===== src/rtl/systolic_pkg.sv =====
// Shared types for the systolic array sequencer.
// State encoding, word type and drain-length helper.
package systolic_pkg;

  typedef enum logic [2:0] {
    IDLE,
    LOAD_W,
    STREAM,
    DRAIN,
    FIN
  } seq_state_e;

  localparam int WORD_W = 16;

  typedef logic signed [WORD_W-1:0] word_t;

  function automatic int drain_cyc(input int rows, input int cols);
    return rows + cols - 1;
  endfunction

endpackage


===== src/rtl/skew_delay.sv =====
// Fixed-depth shift register used to skew one array row.
// DEPTH=0 degenerates to a wire.
module skew_delay #(
  parameter int DEPTH = 1,
  parameter int W     = 1
) (
  input  logic         clk,
  input  logic         rst,
  input  logic [W-1:0] d_i,
  output logic [W-1:0] q_o
);

  generate
    if (DEPTH == 0) begin : g_pass
      logic unused_ok;
      assign unused_ok = clk | rst;
      assign q_o = d_i;
    end else begin : g_sr
      logic [DEPTH-1:0][W-1:0] sr_q;

      always_ff @(posedge clk) begin
        if (rst) begin
          sr_q <= '0;
        end else begin
          sr_q[0] <= d_i;
          for (int i = 1; i < DEPTH; i++) begin
            sr_q[i] <= sr_q[i-1];
          end
        end
      end

      assign q_o = sr_q[DEPTH-1];
    end
  endgenerate

endmodule


===== src/rtl/systolic_seq.sv =====
// Weight-load / activation-stream sequencer for the systolic PE array.
// SEQ_WEIGHT_REUSE_EN adds reuse_w to skip weight loading on a job.
module systolic_seq
  import systolic_pkg::*;
#(
  parameter int ROWS   = 2,
  parameter int COLS   = 2,
  parameter int DATA_W = 16,
  parameter int CNT_W  = 16
) (
  input  logic                   clk,
  input  logic                   rst,
  input  logic                   start,
  input  logic [CNT_W-1:0]       num_vec,
`ifdef SEQ_WEIGHT_REUSE_EN
  input  logic                   reuse_w,
`endif
  input  logic                   w_valid,
  input  logic [COLS*DATA_W-1:0] w_data,
  output logic                   w_ready,
  input  logic                   x_valid,
  input  logic [ROWS*DATA_W-1:0] x_data,
  output logic                   x_ready,
  output logic [COLS-1:0]        pe_accept_w,
  output logic [COLS*DATA_W-1:0] pe_weight,
  output logic [ROWS-1:0]        pe_switch,
  output logic [ROWS-1:0]        pe_valid,
  output logic [ROWS*DATA_W-1:0] pe_input,
  output logic                   busy,
  output logic                   done,
  output logic                   err_underrun
);

  localparam int DRAIN_CYC = drain_cyc(ROWS, COLS);
  localparam int BW        = $clog2(ROWS + 1);
  localparam int DC_W      = $clog2(DRAIN_CYC + 1);
  localparam int LW        = DATA_W + 2;

  seq_state_e       state_q, state_d;
  logic [CNT_W-1:0] num_q, num_d;
  logic [CNT_W-1:0] vec_q, vec_d;
  logic [BW-1:0]    beat_q, beat_d;
  logic [DC_W-1:0]  drn_q, drn_d;
  logic             err_q, err_d;

  logic [COLS-1:0]        acc_q;
  logic [COLS*DATA_W-1:0] wgt_q;
  logic [LW-1:0]          lane_q [ROWS];
  logic [LW-1:0]          skew_o [ROWS];

  logic reuse_s;
  logic w_beat;
  logic x_acc;
  logic first_vec;

`ifdef SEQ_WEIGHT_REUSE_EN
  assign reuse_s = reuse_w;
`else
  assign reuse_s = 1'b0;
`endif

  assign w_ready   = (state_q == LOAD_W);
  assign x_ready   = (state_q == STREAM);
  assign busy      = (state_q != IDLE);
  assign done      = (state_q == FIN);
  assign err_underrun = err_q;

  assign w_beat    = w_valid & w_ready;
  assign x_acc     = x_valid & x_ready;
  assign first_vec = (vec_q == '0);

  always_comb begin
    state_d = state_q;
    num_d   = num_q;
    vec_d   = vec_q;
    beat_d  = beat_q;
    drn_d   = drn_q;
    err_d   = err_q;
    unique case (state_q)
      IDLE: begin
        if (start) begin
          err_d  = 1'b0;
          num_d  = num_vec;
          vec_d  = '0;
          beat_d = '0;
          drn_d  = '0;
          if (!reuse_s)
            state_d = LOAD_W;
          else if (num_vec == '0)
            state_d = FIN;
          else
            state_d = STREAM;
        end
      end
      LOAD_W: begin
        if (w_valid) begin
          if (beat_q == BW'(ROWS - 1))
            state_d = (num_q == '0) ? FIN : STREAM;
          else
            beat_d = beat_q + BW'(1);
        end else if (beat_q != '0) begin
          // a gap inside the burst leaves the array half-loaded
          err_d   = 1'b1;
          state_d = IDLE;
        end
      end
      STREAM: begin
        if (x_valid) begin
          vec_d = vec_q + CNT_W'(1);
          if (vec_q + CNT_W'(1) == num_q)
            state_d = DRAIN;
        end
      end
      DRAIN: begin
        if (drn_q == DC_W'(DRAIN_CYC - 1))
          state_d = FIN;
        else
          drn_d = drn_q + DC_W'(1);
      end
      FIN:     state_d = IDLE;
      default: state_d = IDLE;
    endcase
  end

  always_ff @(posedge clk) begin
    if (rst) begin
      state_q <= IDLE;
      num_q   <= '0;
      vec_q   <= '0;
      beat_q  <= '0;
      drn_q   <= '0;
      err_q   <= 1'b0;
      acc_q   <= '0;
      wgt_q   <= '0;
      for (int r = 0; r < ROWS; r++)
        lane_q[r] <= '0;
    end else begin
      state_q <= state_d;
      num_q   <= num_d;
      vec_q   <= vec_d;
      beat_q  <= beat_d;
      drn_q   <= drn_d;
      err_q   <= err_d;
      acc_q   <= w_beat ? '1 : '0;
      wgt_q   <= w_beat ? w_data : '0;
      for (int r = 0; r < ROWS; r++) begin
        lane_q[r] <= {first_vec & x_acc, x_acc,
                      x_acc ? x_data[r*DATA_W +: DATA_W] : DATA_W'(0)};
      end
    end
  end

  assign pe_accept_w = acc_q;
  assign pe_weight   = wgt_q;

  // row r sees its lane r cycles after row 0
  generate
    for (genvar r = 0; r < ROWS; r++) begin : g_row
      skew_delay #(
        .DEPTH (r),
        .W     (LW)
      ) u_skew (
        .clk (clk),
        .rst (rst),
        .d_i (lane_q[r]),
        .q_o (skew_o[r])
      );
      assign pe_switch[r] = skew_o[r][LW-1];
      assign pe_valid[r]  = skew_o[r][LW-2];
      assign pe_input[r*DATA_W +: DATA_W] = skew_o[r][DATA_W-1:0];
    end
  endgenerate

endmodule


===== config.mk =====
export PLATFORM = sky130hd
export DESIGN_NAME = systolic_seq
export DESIGN_NICKNAME = d
export VERILOG_FILES = /design/src/rtl/systolic_pkg.sv /design/src/rtl/skew_delay.sv /design/src/rtl/systolic_seq.sv
export SDC_FILE = /design/constraint.sdc
export NUM_CORES = 1
export LEC_CHECK = 0
export CAP_MARGIN = 0
export CELL_PAD_IN_SITES_DETAIL_PLACEMENT = 1
export CELL_PAD_IN_SITES_GLOBAL_PLACEMENT = 2
export CORE_AREA = 8 8 144 146
export DETAILED_ROUTE_END_ITERATION = 8
export DIE_AREA = 0 0 152 154
export PLACE_DENSITY_LB_ADDON = 0.1
export SKIP_CTS_REPAIR_TIMING = 1
export SLEW_MARGIN = 20
export SYNTH_ARGS = -nofsm -noshare
export SYNTH_HDL_FRONTEND = slang
export SYNTH_HIERARCHICAL = 1
export SYNTH_SLANG_ARGS = --single-unit

===== constraint.sdc =====
create_clock -name clk -period 2.3 [get_ports clk]
set_clock_uncertainty 0.2 [all_clocks]
set_input_delay 0.46 -clock clk [delete_from_list [all_inputs] [get_ports clk]]
set_output_delay 0.46 -clock clk [all_outputs]
set_load 0.03 [all_outputs]

Word-level counts from Yosys, hierarchy flattened
Memories as Yosys holds them, arrays and structs flattened. A register that Yosys moved wholly into a read port is not among the register bits.
Index checks and enable logic that the tools add are counted.

cells by class
  eq/ne operators = 18
  multiplexer cells = 30
  reductions and logical operators = 15
  bitwise operators = 6
  $add $sub $neg = 3

operator list
  kind                   count
  $mux 16                4
  $mux 18                2
  $logic_not 16->1       2
  $pmux 16 s2            1
  $mux 3                 8
  $add 16x1->16 const B  1
  $eq 16x16->1           1
  $ne 2x2->1 const B     7
  $pmux 3 s4             1
  $mux 2                 5
  $pmux 2 s2             2
  $reduce_and 4->1       2
  $reduce_bool 2->1      4
  $eq 3x2->1 const B     2
  $mux 1                 6
  $ne 3x2->1 const B     2
  $reduce_and 3->1       2
  $reduce_and 6->1       1
  $add 2x1->2 const B    2
  $ne 2x1->1 const B     2
  $and 1x1->1            3
  $eq 3x1->1 const B     1
  $eq 3x3->1 const B     1
  $logic_not 3->1        1
  other kinds (8)        9

word-level totals
  input bits = 85
  register bits after elaboration = 74
  memory bits (writable) = 36
  output and inout bits = 75
  memories kept = 1
  logic and storage cells = 81

memories
  memory  depth  width  read ports  clocked after memory_dff  write ports  line                text
  lane_q  2      18     2           1                         2            systolic_seq.sv:48  logic [LW-1:0] lane_q [ROWS];

Longest topological paths before layout
  depth in word-level cells = 5
  gate-level depth with buffers = 8
  mapped depth without buffers = 7

Cells and area by module
Netlist, hierarchy kept.

by module, submodules not included
  module                        cells an instance  sequential area each (µm²)  instances  area an instance (µm²)
  systolic_seq                  456                2,142.1                     1          4,246.6
  skew_delay (g_row[1].u_skew)  37                 360.3                       1          489.2
  skew_delay (g_row[0].u_skew)  18                 0.0                         1          135.1

Worst setup path before layout
OpenSTA, ideal clock, no wires.

  path type = register -> output
  start = register state_q[1]
  end = output x_ready
  setup slack = 0.209 ns
  cell stages (with the launch flop) = 3
  required time = 1.640 ns
  arrival = 1.431 ns
  path buffers = 1
  path through = dfxtp_1 clkbuf_1 nor3b_1

on the way
  word-level cells in the longest chain between the ends = 1

ends and longest elaborated chain
  item                      line                 text
  start: declaration        systolic_seq.sv:39   seq_state_e state_q, state_d;
  start signal: assignment  systolic_seq.sv:138  state_q <= state_d;
  $eq 3x2->1                systolic_seq.sv:63   assign x_ready = (state_q == STREAM);
  end: declaration          systolic_seq.sv:23   output logic x_ready,

Every way passes these cells.

Final worst setup path
  start = register vec_q[1]
  end = register state_q[0]

on the way
  word-level cells in the longest chain between the ends = 4

ends and longest elaborated chain
  item                               line                 text
  start: declaration                 systolic_seq.sv:41   logic [CNT_W-1:0] vec_q, vec_d;
  start signal: assignment           systolic_seq.sv:140  vec_q <= vec_d;
  $add 16x1->16                      systolic_seq.sv:110  if (vec_q + CNT_W'(1) == num_q)
  $eq 16x16->1                       systolic_seq.sv:110
  $ne 2x1->1 (no source line)        --
  $reduce_and 6->1 (no source line)  --

Every way passes these cells.
A chain may end at the register's enable or synchronous reset.

==> flow_summary.yaml <==
power:
  p_clk_share_pct: 47.6
  p_sw_mw: 1.29
  total_power_mw: 5.35
  p_leak_nw: 2.85
  p_int_mw: 4.06
  power_frac_comb_pct: 10.3
  pwr-share-seq_pct: 42.1
  power.density_nw_per_um2: 731
  ir_worst_vdd_uv: 465
  switching_share_pct: 24.2
hold_path:
  hold_class: "reg -> reg"
  holdPathEnd: "g_row[1].u_skew/q_o[2]$_SDFF_PP0_"
  min_from: "lane_q[0][20]$_SDFF_PP0_"
  min_delay_path_depth: 1
clock_network:
  numCtsBuffers: 17
  clk_pin_slew_ps: 50
  clk_path_buf_depth: 2
  htreeDepth: 4
  cts_tree: "yes"
  root_buffer: "clkbuf_16"
  clk_latency_ps: 420
  clock-sinks: 125
floorplanning:
  dieArea_sq_um: 23400
  top_level_ports: 160
  rows: 50
  core_sq_um: 18500
  die_w_um: 152
  die_h_um: 154
  start_util_pct: 26.4
sta:
  report.final.slew_viol_count: 0
  hold_slack_ps: 233
  slew_headroom_pct: 57.5
  rsz0062_at_grt: "false"
  period_needed_ps: 2180
  timing.final.hold_violations: 0
  setup_viol: 0
  max_freq_ghz: 0.460
  period_share_pct: 94.6
  worst_pin_slew_ps: 636
critical_path:
  cp-start-kind: "register"
  worstPathArrival_ps: 2330
  crit_type: "reg -> reg"
  critPathTopFamily: "simple AND/OR/NAND/NOR gates"
  crit_path_max_incr_delay_ps: 540
  path_buf_inv: 0
  cpMaxStageDelayCell: "or4_1"
  r2r_slack_ps: 120
  crit_fanout: 4
  endpoint_kind: "register"
  r2r-start: "vec_q[1]$_SDFFE_PP0P_"
  crit_path_cell_trace: "ha_1, and3_1, nand3_1, or4_1, o21ai_0, a41o_1"
  r2r.worst_path.cells: 6
  reg2reg_to: "state_q[0]$_SDFFE_PP0P_"
  crit_required_ps: 2460
logic_synthesis:
  synth-seq-cells: 125
  synth_top_cells_by_area: "dfxtp_1 51%, and2_1 8.3%, buf_4 3.7%, nand2_1 3.6%, a21oi_1 3.5%"
  synthesis.area_sq_um: 4870
  synth_top_cell_area_share_pct: 51.4
  yosysTopAreaCell: "dfxtp_1"
  yosys.cell_count.top_type: "dfxtp_1"
  syn_avg_cell_area_sq_um: 9.53
  yosys-top-cells-count: "125 x dfxtp_1, 65 x and2_1, 47 x nand2_1"
  synthArstFlopShare_pct: 0
  yosys_warnings: 6
  syn_inst: 511
  ys_seq_area_share_pct: 51.4
  synth_ff_type: "dfxtp_1"
  synth_edf_count: 0
  synth_fp_nets: 601
  synthDistinctLibCells: 58
run:
  drv_cap: 0
final_layout:
  fin_nets: 761
  syn_to_final_growth_pct: 50.4
  diodes: 0
  layout-drive-gt1-share_pct: 11.7
grt:
  grt_first_pass_wirelength_um: 24000
  grt_max_degree: 37
  antenna_found_initial: 0
  gr-total-overflow: 0
  gr-usage-all-layers_pct: 13.0
  grt_pass1_vias: 4275
detailed_routing:
  antenna_left: 0
  drc_errors: 0
  wl_per_cell_um: 16.4
  drtIter0Drc: 128
  first_pass_iters: 4
  avgViaCountPerCell: 4.44
  vias: 4080
  routed_wl_um: 15100
placed_design:
  portBuffers: 159
  place_hpwl_um: 11400
  gp_congestion: 0.768
outcome:
  status: "finished clean"
## metrics by stage
| stage | setup TNS, ps | cells | util (%) | area [sq um] | setup slack [ps] |
|---|---|---|---|---|---|
| CTS | -639 | 918 | 39.6 | 7320 | -219 |
| global placement | -280 | 886 | 36.6 | 6750 | -77.2 |
| floorplan | 0 | 511 | - | 4870 | 209 |
| detailed placement | -652 | 886 | 36.6 | 6750 | -112 |
| finish | 0 | 918 | 39.7 | 7330 | 124 |
| global route | 0 | 918 | 39.7 | 7330 | 1.73 |
## routing by layer
| layer | track usage (%) | vias to the layer above | wire length [um] |
|---|---|---|---|
| li1 | - | 2028 | - |
| met5 | 0 | - | 0 |
| met3 | 4.37 | 13 | 702 |
| met2 | 21.6 | 100 | 7280 |
| met1 | 15.5 | 1939 | 6900 |
| met4 | 4.71 | 0 | 184 |
## placed cells by master (no fill, tap or decap), drive strengths merged, types with 2 or more instances in the layout
master	n
clkdlybuf4s50	154
dfxtp	125
and2	65
nand2	48
a21oi	34
buf	33
nor2	31
clkbuf	20
xnor2	17
nor4	15
nor2b	13
o21ai	13
inv	12
nand3	10
and2b	7
clkinv	7
nand4	6
nand3b	5
nor3	5
xor2	5
ha	5
a22oi	4
dlymetal6s2s	4
or3	4
a311oi	3
nor3b	3
mux2	2
a21o	2
and4	2
a31oi	2
or4	2
o211ai	2
a211oi	2
nand4b	2
o31ai	2
clkinvlp	2
and3	2
## power by group through the flow
stage | logic (mW) | registers (mW) | clock network [mW]
2_1_floorplan | 0.237 | 2.32 | 0
3_3_place_gp | 0.550 | 2.30 | 0
3_5_place_dp | 0.560 | 2.30 | 0
4_1_cts | 0.563 | 2.25 | 2.64
5_1_grt | 0.601 | 2.26 | 2.74
6_report | 0.551 | 2.25 | 2.55
## registers in the layout, indices dropped and copies added, names as in the netlist
| register | cells |
|---|---|
| lane_q | 34 |
| pe_weight | 32 |
| g_row.u_skew/q_o | 18 |
| num_q | 16 |
| vec_q | 16 |
| state_q | 3 |
| beat_q | 2 |
| drn_q | 2 |
| err_underrun | 1 |
| pe_accept_w | 1 |
## worst max-delay path by stage
| stage | start | to | slack, ps | cells past startpoint |
|---|---|---|---|---|
| 6_report | vec_q[1]$_SDFFE_PP0P_ | state_q[0]$_SDFFE_PP0P_ | 120 | 6 |
| 5_1_grt | vec_q[0]$_SDFFE_PP0P_ | state_q[0]$_SDFFE_PP0P_ | 2 | 8 |
| 4_1_cts | state_q[0]$_SDFFE_PP0P_ | w_ready | -220 | 2 |
| 3_5_place_dp | start | drn_q[1]$_SDFFE_PP0P_ | -110 | 6 |
| 3_3_place_gp | start | drn_q[0]$_SDFFE_PP0P_ | -80 | 6 |
| 2_1_floorplan | state_q[1]$_SDFFE_PP0P_ | x_ready | 210 | 2 |
## final cells by class
cell class,count,area [sq um]
clock buffers,20,457
fillers,2092,11100
clock inverters,12,113
inverters,10,37.5
flip-flops and latches,125,2500
well taps,234,293
repair buffers,191,1890
multi-input cells,326,2040
## cells by family after synthesis
kind of cell    count (synthesis)  share of synthesized area (%)
simple gates                  226                           27.0
flops                         125                           51.4
compound gates                 71                           8.89
buf+inv                        60                           6.83
xor+xnor                       22                           3.96
fa+ha+maj                       5                           1.28
mux                             2                          0.617
No activity file was read; power rests on OpenSTA's default activity.
